**config.mk**
```make
export PLATFORM = sky130hd
export DESIGN_NAME = load_sequencer
export DESIGN_NICKNAME = d
export VERILOG_FILES = /design/src/rtl/load_sequencer.sv
export SDC_FILE = /design/constraint.sdc
export NUM_CORES = 1
export LEC_CHECK = 0
export CORE_MARGIN = 4
export CORE_UTILIZATION = 49
export DETAILED_ROUTE_END_ITERATION = 10
export GPL_TIMING_DRIVEN = 0
export HOLD_SLACK_MARGIN = 0.08
export PLACE_DENSITY = 0.79
export SETUP_SLACK_MARGIN = 0.05
export SLEW_MARGIN = 10
export SYNTH_ARGS = -nofsm -noshare
export SYNTH_HDL_FRONTEND = slang
export SYNTH_SLANG_ARGS = --single-unit
```
**constraint.sdc**
```tcl
create_clock -name clk -period 4.35 [get_ports clk]
set_clock_uncertainty 0.2 [all_clocks]
set_input_delay 0.435 -clock clk [delete_from_list [all_inputs] [get_ports clk]]
set_output_delay 0.435 -clock clk [all_outputs]
set_load 0.03 [all_outputs]
```
**src/rtl/load_sequencer.sv**
```systemverilog
// load_sequencer
//
// Upstream feeder for the dataload stage. Converts a valid/ready stream of
// 32-bit host words into the data/load_en/load_type pulse sequence that
// dataload consumes. Each tile is one weight word followed by WORDS_PER_TILE
// input words. After each tile the sequencer stops accepting words until
// compute acknowledges the tile, so the shift buffers are never overwritten
// while in use.
//
// Optional feature macro: LOAD_SEQ_WEIGHT_REUSE_EN
//   When defined, weight_reuse_i is latched at start. If it was 1, only
//   tile 0 loads a weight word. Later tiles go straight to input words.
//   When not defined, weight_reuse_i is ignored and every tile loads a
//   weight word first.
//
// Parameters:
//   WORDS_PER_TILE  input words per tile
//   CNT_W           width of the tile count and the tile counter
//
// Ports:
//   clk             clock
//   rst_n           asynchronous active-low reset
//   start_i         start pulse; tile_count_i/weight_reuse_i sampled in IDLE
//   tile_count_i    number of tiles to load
//   weight_reuse_i  load the weight only for tile 0 (feature macro only)
//   s_data_i        host word
//   s_valid_i       host word valid
//   s_ready_o       sequencer accepts word (decoded from state only)
//   tile_ack_i      compute has consumed the current tile
//   data_o          registered word to dataload
//   load_en_o       registered one-cycle load strobe
//   load_type_o     registered load type, 0 = weight, 1 = input
//   busy_o          sequencer not idle
//   done_o          one-cycle pulse after the final tile is acknowledged
module load_sequencer #(
    parameter int WORDS_PER_TILE = 8,
    parameter int CNT_W          = 16
) (
    input  logic             clk,
    input  logic             rst_n,
    input  logic             start_i,
    input  logic [CNT_W-1:0] tile_count_i,
    input  logic             weight_reuse_i,
    input  logic [31:0]      s_data_i,
    input  logic             s_valid_i,
    output logic             s_ready_o,
    input  logic             tile_ack_i,
    output logic [31:0]      data_o,
    output logic             load_en_o,
    output logic             load_type_o,
    output logic             busy_o,
    output logic             done_o
);

    localparam int WC_W = (WORDS_PER_TILE > 1) ? $clog2(WORDS_PER_TILE) : 1;
    localparam logic [WC_W-1:0]  WORD_LAST = WC_W'(WORDS_PER_TILE - 1);
    localparam logic [WC_W-1:0]  WORD_ONE  = WC_W'(1);
    localparam logic [CNT_W-1:0] TILE_ONE  = CNT_W'(1);

    typedef enum logic [2:0] {
        IDLE     = 3'd0,
        LOAD_W   = 3'd1,
        LOAD_I   = 3'd2,
        WAIT_ACK = 3'd3,
        DONE     = 3'd4
    } state_t;

    state_t           state_reg, state_next;
    logic [CNT_W-1:0] count_reg;
    logic [CNT_W-1:0] tile_cnt_reg;
    logic [WC_W-1:0]  word_cnt_reg;
    logic             handshake;
    logic             last_word;
    logic             last_tile;
    logic             reuse_active;

    // Ready is a pure state decode so the host can never see it react to
    // its own valid.
    assign s_ready_o = (state_reg == LOAD_W) || (state_reg == LOAD_I);
    assign busy_o    = (state_reg != IDLE);
    assign done_o    = (state_reg == DONE);
    assign handshake = s_valid_i && s_ready_o;
    assign last_word = (word_cnt_reg == WORD_LAST);
    // A zero count never reaches WAIT_ACK, so count_reg - 1 cannot
    // underflow here. A count of all ones compares correctly at full width.
    assign last_tile = (tile_cnt_reg == (count_reg - TILE_ONE));

`ifdef LOAD_SEQ_WEIGHT_REUSE_EN
    logic reuse_reg;

    always_ff @(posedge clk or negedge rst_n) begin
        if (!rst_n) begin
            reuse_reg <= 1'b0;
        end else if (state_reg == IDLE && start_i) begin
            reuse_reg <= weight_reuse_i;
        end
    end

    assign reuse_active = reuse_reg;
`else
    logic unused_weight_reuse;

    assign unused_weight_reuse = weight_reuse_i;
    assign reuse_active        = 1'b0;
`endif

    // State register
    always_ff @(posedge clk or negedge rst_n) begin
        if (!rst_n) begin
            state_reg <= IDLE;
        end else begin
            state_reg <= state_next;
        end
    end

    // Next-state logic. In the load states, s_valid_i alone implies a
    // handshake because ready is high there.
    always_comb begin
        state_next = state_reg;
        case (state_reg)
            IDLE: begin
                if (start_i) begin
                    state_next = (tile_count_i == '0) ? DONE : LOAD_W;
                end
            end
            LOAD_W: begin
                if (s_valid_i) begin
                    state_next = LOAD_I;
                end
            end
            LOAD_I: begin
                if (s_valid_i && last_word) begin
                    state_next = WAIT_ACK;
                end
            end
            WAIT_ACK: begin
                if (tile_ack_i) begin
                    if (last_tile) begin
                        state_next = DONE;
                    end else begin
                        state_next = reuse_active ? LOAD_I : LOAD_W;
                    end
                end
            end
            DONE:    state_next = IDLE;
            default: state_next = IDLE;
        endcase
    end

    // Tile/word counters and latched run count
    always_ff @(posedge clk or negedge rst_n) begin
        if (!rst_n) begin
            count_reg    <= '0;
            tile_cnt_reg <= '0;
            word_cnt_reg <= '0;
        end else begin
            case (state_reg)
                IDLE: begin
                    if (start_i) begin
                        count_reg    <= tile_count_i;
                        tile_cnt_reg <= '0;
                        word_cnt_reg <= '0;
                    end
                end
                LOAD_I: begin
                    if (s_valid_i) begin
                        word_cnt_reg <= last_word ? '0 : (word_cnt_reg + WORD_ONE);
                    end
                end
                WAIT_ACK: begin
                    if (tile_ack_i && !last_tile) begin
                        tile_cnt_reg <= tile_cnt_reg + TILE_ONE;
                    end
                end
                default: ;
            endcase
        end
    end

    // Registered load outputs. data_o and load_type_o hold between loads.
    always_ff @(posedge clk or negedge rst_n) begin
        if (!rst_n) begin
            data_o      <= '0;
            load_en_o   <= 1'b0;
            load_type_o <= 1'b0;
        end else begin
            load_en_o <= handshake;
            if (handshake) begin
                data_o      <= s_data_i;
                load_type_o <= (state_reg == LOAD_I);
            end
        end
    end

endmodule
```
Word level (Yosys, flattened, before mapping)
Index checks and enable logic that the tools add are counted.
{"block": "word_totals", "out_inout_bits": 37, "wordCells": 50, "inputBits": 54, "register_bits": 72}
{"block": "classes", "addsub": 3, "reduce_logical": 14, "mux": 14, "n_eq_ne": 12}
{"cell": "$mux 16", "count": 2}
{"cell": "$pmux 16 s2", "count": 1}
{"cell": "$mux 3", "count": 9}
{"cell": "$add 16x1->16 const B", "count": 1}
{"cell": "$eq 16x16->1", "count": 1}
{"cell": "$logic_not 16->1", "count": 1}
{"cell": "$sub 16x1->16 const B", "count": 1}
{"cell": "$pmux 3 s4", "count": 1}
{"cell": "$ne 2x2->1 const B", "count": 5}
{"cell": "$eq 3x2->1 const B", "count": 2}
{"cell": "$eq 3x3->1 const B", "count": 2}
{"cell": "$pmux 3 s2", "count": 1}
{"cell": "$reduce_and 3->1", "count": 2}
{"cell": "$reduce_and 4->1", "count": 1}
{"cell": "$reduce_bool 2->1", "count": 2}
{"cell": "$add 3x1->3 const B", "count": 1}
{"cell": "$eq 3x1->1 const B", "count": 1}
{"cell": "$logic_and 1x1->1", "count": 3}
{"cell": "$logic_not 3->1", "count": 1}
{"cell": "$reduce_bool 3->1", "count": 1}
{"cell": "$ne 2x1->1 const B", "count": 1}
{"cell": "$reduce_and 2->1", "count": 1}
{"cell": "$logic_not 1->1", "count": 1}
{"cell": "$logic_or 1x1->1", "count": 1}

Depth between registers and ports, before layout
Gate-level depths: netlist of the first run.
{"block": "depth", "word_depth": 6, "ltp_mapped": 10, "mapped_depth_nobuf": 9}

Worst setup path after synthesis of the first run
OpenSTA, ideal clock, no wires.
{"block": "synth_timing", "kind": "register -> register", "start": "register count_reg[3]", "end": "register state_reg[2]", "synth_period_minus_slack_ps": 3143, "path_stages_with_launch": 11, "slack_ps": 1207, "arrival_time_ps": 2877, "path_buffers": 3, "required_ps": 4084, "setup_ps": 66, "path_cell_list": "dfrtp_1 buf_6 or4_4 buf_6 or4_4 or4_4 o211ai_2 and4_4 buf_6 a31o_1 and3b_1"}
{"block": "synth_between", "elab_chain_cells": 5}
{"item": "start: declaration", "line_no": "69", "rtl": "logic [CNT_W-1:0] count_reg;"}
{"item": "start signal: assignment", "line_no": "160", "rtl": "count_reg <= tile_count_i;"}
{"item": "$sub 16x1->16", "line_no": "86", "rtl": "assign last_tile = (tile_cnt_reg == (count_reg - TILE_ONE));"}
{"item": "$eq 16x16->1", "line_no": "86"}
{"item": "$mux 3", "line_no": "138", "rtl": "if (last_tile) begin"}
{"item": "$mux 3", "line_no": "137", "rtl": "if (tile_ack_i) begin"}
{"item": "$pmux 3 s4", "line_no": "120", "rtl": "case (state_reg)"}
{"item": "end signal: assignment", "line_no": "112", "rtl": "state_reg <= state_next;"}
{"item": "end: declaration", "line_no": "68", "rtl": "state_t state_reg, state_next;"}
No other way between the ends. The select of a mux whose other input is x is not followed.
A chain may end at the register's enable or synchronous reset.

Worst setup path in the final report of the first run
{"block": "layout_timing", "start": "register count_reg[3]", "end": "register tile_cnt_reg[13]"}
{"block": "layout_between", "elab_chain_cells": 6}
{"item": "$sub 16x1->16", "line_no": "86"}
{"item": "$eq 16x16->1", "line_no": "86"}
{"item": "$logic_not 1->1", "line_no": "171", "rtl": "if (tile_ack_i && !last_tile) begin"}
{"item": "$logic_and 1x1->1", "line_no": "171"}
{"item": "$ne 2x2->1 (no line)"}
{"item": "$reduce_and 3->1 (no line)"}
{"item": "end signal: assignment", "line_no": "172", "rtl": "tile_cnt_reg <= tile_cnt_reg + TILE_ONE;"}
{"item": "end: declaration", "line_no": "70", "rtl": "logic [CNT_W-1:0] tile_cnt_reg;"}
No other way between the ends.

==> results of run 1 <==
[repair_timing]
| item | CTS | global route |
|---|---|---|
| hold buffers | 1 | 0 |
| setup endpoints to repair | 0 | 0 |
| setup buffers | 0 | 0 |
| endpoints found under the hold margin | 72 | 0 |
| gates resized for setup | 0 | 0 |
[through the flow]
| step | total power [W] | area, um2 | instances |
|---|---|---|---|
| final | 0.003489 | 5061 | 579 |
| after CTS | 0.003512 | 5061 | 579 |
| after floorplan | 0.002330 | 3815 | 373 |
| after detailed placement | 0.002968 | 4855 | 562 |
| after global placement | 0.002914 | 4830 | 561 |
| after global routing | 0.003725 | 5061 | 579 |
[per-layer routing]
metal | share of wire, % | vias to the layer above
li1 | - | 1538
met1 | 42 | 1542
met2 | 47 | 98
met3 | 11 | 11
met4 | 1.2 | 0
met5 | 0 | -
[placed cells by master (no fill, tap or decap), types with 7 or more instances in the layout]
cell	instances
a21oi_1	8
and3_1	7
clkbuf_1	12
clkbuf_8	11
clkdlybuf4s50_1	88
dfrtp_1	72
mux2_2	35
mux2i_1	8
nand2_1	72
nand3_1	10
nand4_1	7
nor2_1	14
nor4_1	8
o21ai_0	13
xnor2_1	9
xor2_1	9
[how the worst min path moves through the flow]
stage	depth (start not counted)	endpoint	from	slack [ns]
3_5_place_dp	1	tile_cnt_reg[0]	rst_n	0.11
6_report	2	count_reg[10]	rst_n	0.27
5_1_grt	2	count_reg[10]	rst_n	0.28
4_1_cts	2	count_reg[10]	rst_n	0.27
3_3_place_gp	1	data_o[4]	data_o[4]	0.29
2_1_floorplan	0	count_reg[0]	rst_n	-0.06
[power by group through the flow]
stage	combinational, W	sequential [W]	clock [W]
3_5_place_dp	0.00182	0.00115	0
5_1_grt	0.00198	0.00118	0.000574
6_report	0.00182	0.00114	0.000534
3_3_place_gp	0.00178	0.00113	0
2_1_floorplan	0.000897	0.00143	0
4_1_cts	0.00183	0.00114	0.000541
[final cells by class]
| cell class | count | area (um2) | share of cell area (%) |
|---|---|---|---|
| multi-input cells | 277 | 1864 | 36.84 |
| flip-flops and latches | 72 | 1802 | 35.60 |
| repair buffers | 91 | 925.9 | 18.29 |
| plain buffers | 20 | 133.9 | 2.645 |
| clock buffers | 10 | 127.6 | 2.522 |
| well taps | 99 | 123.9 | 2.447 |
| clock inverters | 6 | 68.82 | 1.360 |
| inverters | 4 | 15.01 | 0.2967 |
[kinds of logic (layout without fill, tap and decap cells)]
logic type / after synthesis / in the layout / share of synthesized area (%)
flip-flops: 72 / 72 / 47.23
multiplexers: 43 / 43 / 12.43
XOR/XNOR: 18 / 18 / 4.133
adder cells (fa/ha/maj): 4 / 4 / 1.312
AND/OR/NAND/NOR: 169 / 169 / 23.35
buffers and inverters: 24 / 131 / 3.903
AO/OA/AOI/OAI: 43 / 43 / 7.642
==> metrics.yaml, run 1 <==
outcome:
  status: "finished clean"
routing:
  routed_wl_mm: 9.206
  via_per_inst: 5.508
  first_pass_iters: 4
  wl_per_cell_um: 15.90
  ant_nets: 0
  drcViolationCount: 0
  vias: 3189
  first_iter_violations: 146
setup_path:
  endpoint: "tile_cnt_reg[13]"
  rr_startpoint: "count_reg[3]"
  crit_slowest_cell: "or4_4"
  crit_path_max_fanout: 10
  path_common_cell: "or4_4"
  critPathBufInv: 2
  cp_num_cells: 9
  crit_start: "count_reg[3]"
  worstSetupStartpointType: "flop"
  rrSetupSlack_ns: 0.97
  cp-end-kind: "flop"
  worstPathArrival_ns: 3.45
  r2r-end: "tile_cnt_reg[13]"
  reg2reg_depth: 9
  max_stage_delay_ns: 0.54
  cp.required_ns: 4.43
  path_cells: "buf_6 -> or4_4 -> buf_6 -> or4_4 -> or4_4 -> o211ai_2 -> nand4_2 -> nand4_1 -> mux2i_1"
  crit_type: "reg -> reg"
  critPathTopFamily: "simple AND/OR/NAND/NOR gates"
sta:
  drv_slew: 0
  final_hold_viol_count: 0
  tns_ns: 0
  min_period_ns: 3.376
  fin_hold_ws_ns: 0.2706
  setup_slack_ns: 0.9739
  fmax_mhz: 296.2
  fin_crit_sh_pct: 77.61
  rsz0062_at_grt: "no"
  setup_violations: 0
  slew_headroom_pct: 55.77
  worstMarginPinSlew_ns: 0.6584
synth:
  ys_types: 58
  syn_nets: 431
  synth_area_leader_cell: "dfrtp_1"
  netlist_top_cells_area: "dfrtp_1, mux2_2, nand2_1, mux2i_1, xnor2_1"
  netlist_instances: 373
  async_flop_share_pct: 100.0
  ys_warn_count: 0
  synth_top_cell_area_share_pct: 47.23
  syn_area_per_cell_um2: 10.23
  ys.flop_type: "dfrtp_1"
  synth_commonest_cells: "dfrtp_1, nand2_1, mux2_2, nor2_1, o21ai_0"
  yosysSeqAreaShare_pct: 47.23
  synth_edf_count: 0
  netlist_area_um2: 3815
  ys_ff_latch: 72
cts:
  clkTransAtPathRegs_ns: 0.09
  cts_num_sinks: 72
  ctsLongestPathBuffers: 2
  cts_made_buffers: 9
  cts_tree: "built"
  cts_htree_levels: 3
  cts_root_buffer: "clkbuf_8"
  clock_latency_ns: 0.36
placement:
  port_buffers: 89
  finalWeightedCongestion: 0.8118
  hpwl_mm: 6.920
  place_ws_ns: 1.012
global_route:
  antenna_found_initial: 0
  grt_use_met2_pct: 34.85
  grt_max_degree: 59
  met1_usage_pct: 25.87
  use_met3_pct: 11.10
  grt_pass1_wl_mm: 15.59
  grt_pass1_vias: 3323
  track_usage_pct: 22.04
  grt_overflow: 0
  grt.busiest_layer: "met2"
floorplan:
  die_area_um2: 9261
  placementRows: 31
  core_um2: 7408
  io_pins: 91
  die_h_um: 96.24
  die_w_um: 96.24
  initial_utilization_pct: 51.49
layout:
  drive_gt1_share_pct: 15.63
  area_delta_synth_final_pct: 32.67
  antennaDiodeCount: 0
  utilization_pct: 68.32
  fill_cells: 568
  largest_register_ffs: 32
  layout.nets: 533
power:
  swShare_pct: 41.09
  ir_drop_uv: 490.6
  leakage_nw: 2.215
  powerDensity_nw_per_um2: 689.3
  power_frac_clock_pct: 15.3
  combinationalPowerShare_pct: 52.1
  pwr-share-seq_pct: 32.6
  netSwitchingPower_w: 0.001434
  power.internal_w: 0.002055
worst_hold_path:
  holdCritPathClass: "in -> async"
run:
  maxCapViolCount: 0
No activity file was read; power rests on OpenSTA's default activity.
==> run 2, diff against run 1 <==
- clock period: 4.35 -> 3.11 ns (I/O delays scaled with it)
==> run 2 against run 1 <==
Worst setup slack got worse by 1.0 ns. Largest cell class unchanged. Largest power group unchanged. Sequential power rose by 40%. Wire length is 4.8% higher. The flow now finishes with violations (setup timing). Non-clock buffer count increased by 8. Combinational power is 48% higher.
==> metrics.yaml, run 2 (synthesized netlist as in run 1, its figures left out) <==
outcome:
  status: "complete, but fails checks"
  violations: "setup timing"
cts:
  cts_htree_levels: 3
  ctsLongestPathBuffers: 2
  cts_tree: "built"
  cts_root_buffer: "clkbuf_8"
  cts_made_buffers: 9
  cts_num_sinks: 72
  clock_latency_ns: 0.35
  clkTransAtPathRegs_ns: 0.08
power:
  power.total_w: 0.005139
  powerDensity_nw_per_um2: 979.4
  leakage_nw: 2.266
  ir_drop_uv: 737.0
floorplan:
  die_w_um: 96.24
  initial_utilization_pct: 51.49
  io_pins: 91
  die_area_um2: 9261
  placementRows: 31
  core_um2: 7408
  die_h_um: 96.24
placement:
  port_buffers: 89
  dpl_cell_area_um2: 4858
  hpwl_mm: 6.973
  finalWeightedCongestion: 0.8213
layout:
  largest_register_ffs: 32
  drive_gt1_share_pct: 20.49
  final_common_cell: "clkdlybuf4s50_1"
  utilization_pct: 70.83
  design_area_um2: 5248
  layout.nets: 541
  antennaDiodeCount: 0
  area_delta_synth_final_pct: 37.55
  fill_cells: 562
  mostFrequentLayoutCells: "clkdlybuf4s50_1, nand2_1, dfrtp_1"
routing:
  first_pass_iters: 5
  first_iter_violations: 146
  vias: 3273
  via_per_inst: 5.576
  routed_wl_mm: 9.645
  wl_per_cell_um: 16.43
  ant_nets: 0
  drcViolationCount: 0
setup_path:
  crit_type: "reg -> reg"
  r2r-end: "tile_cnt_reg[12]"
  worstPathArrival_ns: 3.26
  reg2reg_depth: 9
  cp-end-kind: "flop"
  crit_path_max_fanout: 4
  rrSetupSlack_ns: -0.07
  rr_startpoint: "count_reg[2]"
  cp.required_ns: 3.19
  worstSetupStartpointType: "flop"
sta:
  min_period_ns: 3.179
  worstMarginPinSlew_ns: 0.5945
  drv_slew: 0
  fin_crit_sh_pct: 102.2
  final_hold_viol_count: 0
  setup_violations: 7
  rsz0062_at_grt: "yes"
  slew_headroom_pct: 60.06
  setup_slack_ns: -0.06882
  fmax_mhz: 314.6
global_route:
  grt_max_degree: 59
  grt_pass1_wl_mm: 15.80
  grt_overflow: 0
  track_usage_pct: 22.40
  grt_pass1_vias: 3383
  antenna_found_initial: 0
worst_hold_path:
  holdCritPathClass: "in -> async"
run:
  maxCapViolCount: 0
==> run 2: cell count changes in the layout (fill, tap and decap cells not counted), sizes merged <==
cell,delta
bufinv,+1
clkinvlp,+1
buf,+8
clkinv,-2
==> run 2: worst max-delay path by stage <==
stage,to,cells past startpoint,start,slack (ns)
global placement,data_o[24],1,rst_n,-0.96
global route,state_reg[2],9,count_reg[2],-0.14
floorplan,tile_cnt_reg[11],9,count_reg[0],0.06
finish,tile_cnt_reg[12],9,count_reg[2],-0.07
detailed placement,tile_cnt_reg[9],9,count_reg[0],-0.22
CTS,state_reg[2],10,count_reg[3],-0.08
==> run 2: timing repair <==
action | 4_1_cts | 5_1_grt
hold endpoints to repair | 72 | 0
hold buffers | 1 | 0
resized for setup | 15 | 13
gates cloned | 1 | 0
buffers inserted | 6 | 2
pin swaps | 6 | 14
setup endpoints to repair | 18 | 18
==> run 2: per-stage QoR <==
| step | hold WS (ns) | setup slack [ns] | cells | setup TNS [ns] |
|---|---|---|---|---|
| after global placement | 0.2863 | -0.9574 | 561 | -70.40 |
| after CTS | 0.1504 | -0.07689 | 586 | -0.2479 |
| after global routing | 0.1852 | -0.1428 | 587 | -1.173 |
| after floorplan | -0.1846 | 0.06357 | 373 | 0 |
| after detailed placement | -0.01118 | -0.2183 | 562 | -2.587 |
| final | 0.1614 | -0.06882 | 587 | -0.2887 |
==> run 2: layout make-up <==
class	instances	area, um2	share of cell area [%]
sequential	72	1804	34.38
buffer	19	128.9	2.456
tap	99	123.9	2.361
inverter	4	15.01	0.2861
clock buffer	10	127.6	2.432
multi-input combinational	277	1954	37.24
timing repair buffer	100	1001	19.07
clock inverter	6	92.59	1.764
==> run 2: power by group <==
group	switching, W	total, W	internal [W]
Sequential	0.000291	0.00160	0.00131
Clock	0.000380	0.000836	0.000456
Combinational	0.00142	0.00270	0.00128
Total	0.00209	0.00514	0.00305
==> run 2: layer usage <==
layer  track usage [%]  routed length, um  vias to the layer above
li1                  -                  -                     1540
met5                 0                  0                        -
met2             38.13               4832                      123
met1             24.71               3708                     1595
met4             7.227                162                        0
met3             10.32                941                       15
==> run 2: worst max-delay path, stage by stage, from the launching register on <==
cell and delay [ns]:
dfrtp_1 0.38, buf_6 0.11, or4_4 0.54, or4_4 0.55, buf_6 0.15, mux2i_4 0.18
o211ai_4 0.12, and4_4 0.20, or4_2 0.63, o21ai_2 0.08
==> run 3, diff against run 2 <==
- CORE_MARGIN: 4 -> default
- CTS_BUF_LIST: default -> sky130_fd_sc_hd__clkbuf_4 sky130_fd_sc_hd__clkbuf_8
==> run 3 against run 2 <==
The flow now finishes without violations. Sequential power is essentially flat. Global-route usage grew 1.9 points. First-iteration DRC count grew 18%. Via count grew 0.21%. Count of clock-buffer cells in the layout is the same. Core utilization grew 0.66 points. Non-clock buffer count grew 6. Clock power shrank 17%. Wire length shrank 2.3%. Critical path type unchanged. Largest cell class unchanged.
==> metrics.yaml, run 3 (synthesized netlist as in run 1, its figures left out) <==
power:
  power.total_w: 0.005103
  combinationalPowerShare_pct: 54.9
  swShare_pct: 41.99
  power.internal_w: 0.002960
  power_frac_clock_pct: 13.7
  leakage_nw: 2.289
  powerDensity_nw_per_um2: 968.6
  pwr-share-seq_pct: 31.5
  netSwitchingPower_w: 0.002143
  ir_drop_uv: 574.3
setup_path:
  reg2reg_depth: 10
  r2r-end: "tile_cnt_reg[12]"
  crit_path_max_fanout: 4
  cp-end-kind: "flop"
  crit_start: "count_reg[2]"
  worstPathArrival_ns: 3.18
  endpoint: "tile_cnt_reg[12]"
  rr_startpoint: "count_reg[2]"
  worstSetupStartpointType: "flop"
  crit_type: "reg -> reg"
  cp.required_ns: 3.19
  rrSetupSlack_ns: 0.01
cts:
  cts_num_sinks: 72
  ctsLongestPathBuffers: 2
  cts_tree: "built"
  cts_root_buffer: "clkbuf_8"
  clock_latency_ns: 0.35
  cts_htree_levels: 3
  clkTransAtPathRegs_ns: 0.08
  cts_made_buffers: 9
global_route:
  grt_max_degree: 59
  antenna_found_initial: 0
  track_usage_pct: 24.33
  grt_overflow: 0
  grt_pass1_vias: 3326
  grt_pass1_wl_mm: 15.77
sta:
  drv_slew: 0
  min_period_ns: 3.095
  final_hold_viol_count: 0
  fin_crit_sh_pct: 99.53
  worstMarginPinSlew_ns: 0.6440
  rsz0062_at_grt: "yes"
  slew_headroom_pct: 56.73
  setup_violations: 0
  fmax_mhz: 323.1
  tns_ns: 0
layout:
  drive_gt1_share_pct: 21.86
  utilization_pct: 71.49
  layout.nets: 547
  design_area_um2: 5269
  mostFrequentLayoutCells: "clkdlybuf4s50_1, nand2_1, dfrtp_1"
  fill_cells: 527
  area_delta_synth_final_pct: 38.11
  antennaDiodeCount: 0
  final_common_cell: "clkdlybuf4s50_1"
  final_cell_count_no_fill: 593
  largest_register_ffs: 32
placement:
  dp.cells: 562
  dpl_cell_area_um2: 4858
  port_buffers: 89
  finalWeightedCongestion: 0.8028
  hpwl_mm: 6.506
run:
  maxCapViolCount: 0
routing:
  routed_wl_mm: 9.421
  ant_nets: 0
  first_iter_violations: 172
  vias: 3280
  drcViolationCount: 0
  via_per_inst: 5.531
  first_pass_iters: 4
  wl_per_cell_um: 15.89
floorplan:
  placementRows: 31
  die_h_um: 90.24
  io_pins: 91
  initial_utilization_pct: 51.77
  core_um2: 7370
  die_w_um: 90.24
  die_area_um2: 8142
outcome:
  status: "finished clean"
worst_hold_path:
  holdCritPathClass: "in -> async"
[run 3: changes by cell type in the layout (fill, tap and decap cells not counted), sizes merged]
cell,delta
buf,+6
bufinv,-2
clkinv,+1
inv,+1
[run 3: power groups by stage]
stage	combinational, W	clock, W	sequential [W]
final	0.00280	0.000697	0.00161
after global routing	0.00301	0.000752	0.00166
after CTS	0.00269	0.000716	0.00161
after detailed placement	0.00256	0	0.00161
after global placement	0.00249	0	0.00158
after floorplan	0.00126	0	0.00200
[run 3: routing by layer]
metal | track usage (%) | wire (um) | share of wire (%)
met4 | 7.930 | 180 | 1.9
met1 | 30.42 | 4036 | 43
met5 | 0 | 0 | 0
met3 | 8.545 | 676 | 7.2
met2 | 39.38 | 4527 | 48
[run 3: worst min path at each step]
| stage | start | end | cells past startpoint |
|---|---|---|---|
| finish | rst_n | count_reg[12] | 2 |
| global route | rst_n | count_reg[12] | 2 |
| CTS | rst_n | count_reg[12] | 2 |
| detailed placement | rst_n | count_reg[3] | 1 |
| global placement | count_reg[15] | count_reg[15] | 2 |
| floorplan | rst_n | count_reg[0] | 0 |
[run 3: area by class of cell]
cell class / count / area [um2] / share of cell area, %
buffer: 18 / 117.6 / 2.232
clock buffer: 10 / 137.6 / 2.612
clock inverter: 6 / 50.05 / 0.9499
inverter: 4 / 15.01 / 0.2850
multi-input combinational: 277 / 1966 / 37.31
sequential: 72 / 1805 / 34.27
tap: 99 / 123.9 / 2.351
timing repair buffer: 107 / 1054 / 20.00
[run 3: worst max-delay path, stage by stage (launching register included)]
cell and delay [ns]:
dfrtp_1 0.38, buf_6 0.12, buf_4 0.13, buf_4 0.14, nor3b_1 0.42, a211oi_1 0.17
a41oi_1 0.38, nor3_1 0.16, and4_4 0.24, or4_2 0.61, o21ai_1 0.09
[run 3: through the flow]
step	hold slack, ns	setup WS (ns)
floorplan	-0.1846	0.06357
global route	0.1604	-0.07460
CTS	0.1468	-0.03419
detailed placement	-0.01180	-0.2366
global placement	0.2874	-0.9791
finish	0.1602	0.01450
[run 3: timing repair]
item,in CTS,in global routing
gates resized for setup,17,16
hold buffers,1,0
cloned,1,0
setup buffers,5,10
endpoints found under the hold margin,72,0
setup endpoints to repair,18,18
pin swaps,6,10
==> RTL change 1, RTL diff (config.mk and constraints of run 2) <==
The 5 states of `state_t` get a Gray code encoding in 3 bits.
--- a/src/rtl/load_sequencer.sv
+++ b/src/rtl/load_sequencer.sv
@@ -59,9 +59,9 @@
 
     typedef enum logic [2:0] {
-        IDLE     = 3'd0,
-        LOAD_W   = 3'd1,
-        LOAD_I   = 3'd2,
-        WAIT_ACK = 3'd3,
-        DONE     = 3'd4
+        IDLE     = 3'b000,
+        LOAD_W   = 3'b001,
+        LOAD_I   = 3'b011,
+        WAIT_ACK = 3'b010,
+        DONE     = 3'b110
     } state_t;
 
Formal check against the unedited RTL: same outputs for any inputs over 10 cycles, from zero or initial values and one cycle with rst_n low; not proved beyond that.
==> RTL change 1 against run 2 <==
- the run still ends with negative setup slack left
- routed wire length is 1.9% higher
- power is 24% lower
- critical path depth is 3 higher
- design area is 0.69% lower
- hold slack better by 98 ps
- sequential cell count stayed put
- area after synthesis is 3.2% lower
- worst setup slack better by 53 ps
- clock power is 4.8% lower
- sequential power is 14% lower
- synthesized cell count is 15% higher
- largest power group unchanged
==> RTL change 1: results (changes against run 2) <==
Outcome
  – Outcome: finished with violations
  – Failing checks: negative setup slack

Synthesis
  – Avg Cell Area, Syn: 8.62 um2 (-16%)
  – Area share of fa/ha/maj cells after synthesis: 1.36% (+0.044 points)
  – XOR/XNOR share of the synthesized area: 5.69% (+1.6 points)
  – Syn nets: 486 (+13%)
  – Post-synthesis mux area share: 0.305% (-12 points)
  – Post-synthesis compound-gate area fraction: 9.73% (+2.1 points)
  – Sequential cell area fraction in the yosys report: 48.8% (+1.6 points)

Drt
  – Initial DRC Count: 184 (+26%)
  – Wl on met1: 4140 um (+12%)
  – Detail Route met3 WL: 868 um (-7.8%)
  – Pre-Repair DR Iteration Count: 4 (-1)
  – Met2 routed WL: 4660 um (-3.5%)
  – Drt total wl: 9830 um (+1.9%)

Cells and area
  – Non-filler cells, final: 647 (+10%)
  – Post-layout nets: 601 (+11%)
  – Post-route cell area: 5210 um2 (-0.69%)
  – Multi-input combinational area share: 36.5% (-0.75 points)
  – Filler Cell Count: 579 (+3.0%)
  – Register share of the cell area: 34.6% (+0.24 points)
  – Comb_multi_in: 329 (+19%)
  – Seq Cell Count: 72 (unchanged)
  – Fraction of cell area in non-clock buffers: 21.8% (+0.29 points)
  – Buffers, non-clock: 122 (+2.5%)

Setup path
  – Max FO, Critical Path: 6 (+2)
  – Reg2reg start: count_reg[4]
  – CP peak stage delay: 500 ps (-130 ps)
  – Worst Reg2Reg Path Length in Cells: 12 (+3)
  – Setup crit end: tile_cnt_reg[9]

GRT
  – Vias in the first global route: 3484 (+3.0%)
  – Grt met1 use: 27.6% (+2.9 points)
  – Routing usage on met3: 9.00% (-1.3 points)
  – First-pass GRT wire length: 16100 um (+1.9%)
  – Met2 usage: 36.3% (-1.8 points)

Power and ir drop
  – P_leak: 2.39 nW (+5.5%)
  – Worst vdd ir: 515 uV (-30%)
  – Combinational power share: 44.4% (-8.2 points)

Timing
  – Final setup viols: 1 (-6)
  – Slew @ Worst Pin: 676 ps (+81.2 ps)
  – Hold slack: 260 ps (+98.2 ps)
  – Setup tns final: -15.6 ps (+273 ps)
  – Final WS setup: -15.6 ps (+53.2 ps)

Placement
  – Cells after DPL: 617 (+9.8%)
  – Post-DP Area: 4720 um2 (-2.8%)
  – Setup WS pre-CTS: -13.0 ps (+205 ps)
  – DP HPWL: 6870 um (-1.5%)

Die
  – Total core area: 7290 um2 (-1.6%)
[RTL change 1: changes by cell type in the layout (fill, tap and decap cells not counted), sizes merged, moves of 4 or more]
cell,run 2,this run
nand2,72,156
mux2,35,1
o21ai,13,24
a21oi,8,18
or3,4,14
or4,11,2
xnor2,9,18
mux2i,8,0
inv,5,11
nor2b,5,1
[RTL change 1: repair_timing]
| item | CTS | global route |
|---|---|---|
| hold endpoints to repair | 33 | 0 |
| setup endpoints to repair | 5 | 16 |
| cloned | 0 | 1 |
| hold buffers | 1 | 0 |
| buffers inserted | 4 | 8 |
| gates resized for setup | 5 | 34 |
| pin swaps | 4 | 25 |
[RTL change 1: cell families (layout without fill, tap and decap cells)]
logic type      count (synthesis)  count (layout)
fa+ha+maj                       4               4
flops                          72              72
xor+xnor                       24              24
simple gates                  245             245
mux                             1               1
buf+inv                        27             147
compound gates                 55              55
==> RTL change 2, RTL diff (config.mk and constraints of run 2) <==
Without the edit above. Set the parameter `WORDS_PER_TILE` to 4 (it was 8).
--- a/src/rtl/load_sequencer.sv
+++ b/src/rtl/load_sequencer.sv
@@ -34,5 +34,5 @@
 //   done_o          one-cycle pulse after the final tile is acknowledged
 module load_sequencer #(
-    parameter int WORDS_PER_TILE = 8,
+    parameter int WORDS_PER_TILE = 4,
     parameter int CNT_W          = 16
 ) (
Behaviour: not the same (a bounded check fails within 10 cycles, from zero or initial values and one cycle with rst_n low).
==> RTL change 2 against run 2 <==
- the run still ends with negative setup slack left
- design area down 3.6%
- largest cell class is now flip-flops and latches
- global-route usage shrank 1.1 points
- sequential cell count shrank 1
- clock power grew 18%
- critical path depth is the same
- area after synthesis decreased by 5.1%
- power is 0.50% higher
- largest power group unchanged
- die area down 4.7%
- critical path type unchanged
- routed wire length decreased by 6.5%
- first-iteration DRC count shrank 10%
- worst setup slack gained 24 ps
- highest routed layer unchanged
==> RTL change 2: results (changes against run 2) <==
GRT
  – First-pass GRT wire length: 14800 um (-6.5%)
  – GRT Util Overall: 21.3% (-1.1 points)
  – Grt met1 use: 25.1% (+0.35 points)
  – Vias in the first global route: 3191 (-5.7%)
  – Met2 usage: 34.4% (-3.7 points)

Outcome
  – Outcome: finished with violations
  – Failing checks: negative setup slack

Timing
  – Final WS setup: -44.8 ps (+24.1 ps)
  – Final setup viols: 8 (+1)
  – Slew margin rel.: 63.0% (+3.0 points)

Cells and area
  – Non-filler cells, final: 577 (-1.7%)
  – Seq Cell Count: 71 (-1.4%)
  – Inverter count: 6 (+2)
  – Filler Cell Count: 558 (-0.71%)
  – Fraction of cell area in non-clock buffers: 21.3% (-0.20 points)
  – Comb_multi_in: 266 (-4.0%)

Synthesis
  – Syn nets: 416 (-3.5%)
  – Area contributors post-synth: dfrtp_1 49%, mux2_2 10%, nand2_1 7.6%, mux2i_1 3.6%, xnor2_1 3.1%
  – Sequential cell area fraction in the yosys report: 49.1% (+1.9 points)
  – Area share of fa/ha/maj cells after synthesis: 1.04% (-0.27 points)
  – Post-synthesis mux area share: 13.9% (+1.4 points)
  – Synthesized netlist cell count: 359 (-3.8%)
  – XOR/XNOR share of the synthesized area: 4.84% (+0.71 points)
  – Post-synthesis compound-gate area fraction: 6.33% (-1.3 points)
  – Top cells by count, synth: 73 x nand2_1, 71 x dfrtp_1, 33 x mux2_2

Placement
  – Buffers added on ports: 88 (-1.1%)
  – Cells after DPL: 547 (-2.7%)
  – GPL Wtd Cong: 0.876 (+6.6%)

CTS
  – Resized cells post-CTS: 8 (-7)
  – Post-CTS setup buffer count: 12 (+6)

Power and ir drop
  – Worst vdd ir: 593 uV (-19%)
  – Power Internal: 0.00312 W (+2.5%)

Min path
  – Hold Crit Class: input port to flip-flop

Setup path
  – WP data arrival: 3220 ps (-40 ps)
  – CP peak stage delay: 560 ps (-70 ps)
  – Slowest CP cell: or4_4
  – Worst setup startpoint: count_reg[1]

Drt
  – Initial DRC Count: 131 (-10%)
  – Met2 routed WL: 4300 um (-11%)
  – Vias per cell: 5.33 (-4.4%)
==> RTL change 2: stage by stage <==
step	hold slack [ps]	worst slack [ps]	util [%]	power (W)	area [um2]
after global routing	209	-149	70.1	0.00549	5060
after detailed placement	90.1	-182	64.3	0.00405	4640
after CTS	176	-34.9	69.9	0.00516	5040
final	196	-44.8	70.1	0.00517	5060
after global placement	288	-979	64.1	0.00397	4620
after floorplan	-185	70.5	-	0.00315	3620
==> RTL change 2: worst register-to-register path: stages (launching register included) <==
cell and delay [ps]:
dfrtp_1 400, or4_4 560, or3_1 380, or4b_4 530, a32oi_2 210, o2111a_2 350
nor2_4 80, buf_6 150, nand2_2 60, mux2i_1 170
==> RTL change 2: path summary, 6_finish.rpt <==
kind,end,depth (start not counted)
setup / recovery,tile_cnt_reg[3],9
setup reg to reg,tile_cnt_reg[3],9
hold reg to reg,data_o[16],1
hold / removal,state_reg[1],3
max in group asynchronous,count_reg[6],3
min in group asynchronous,data_o[3],2
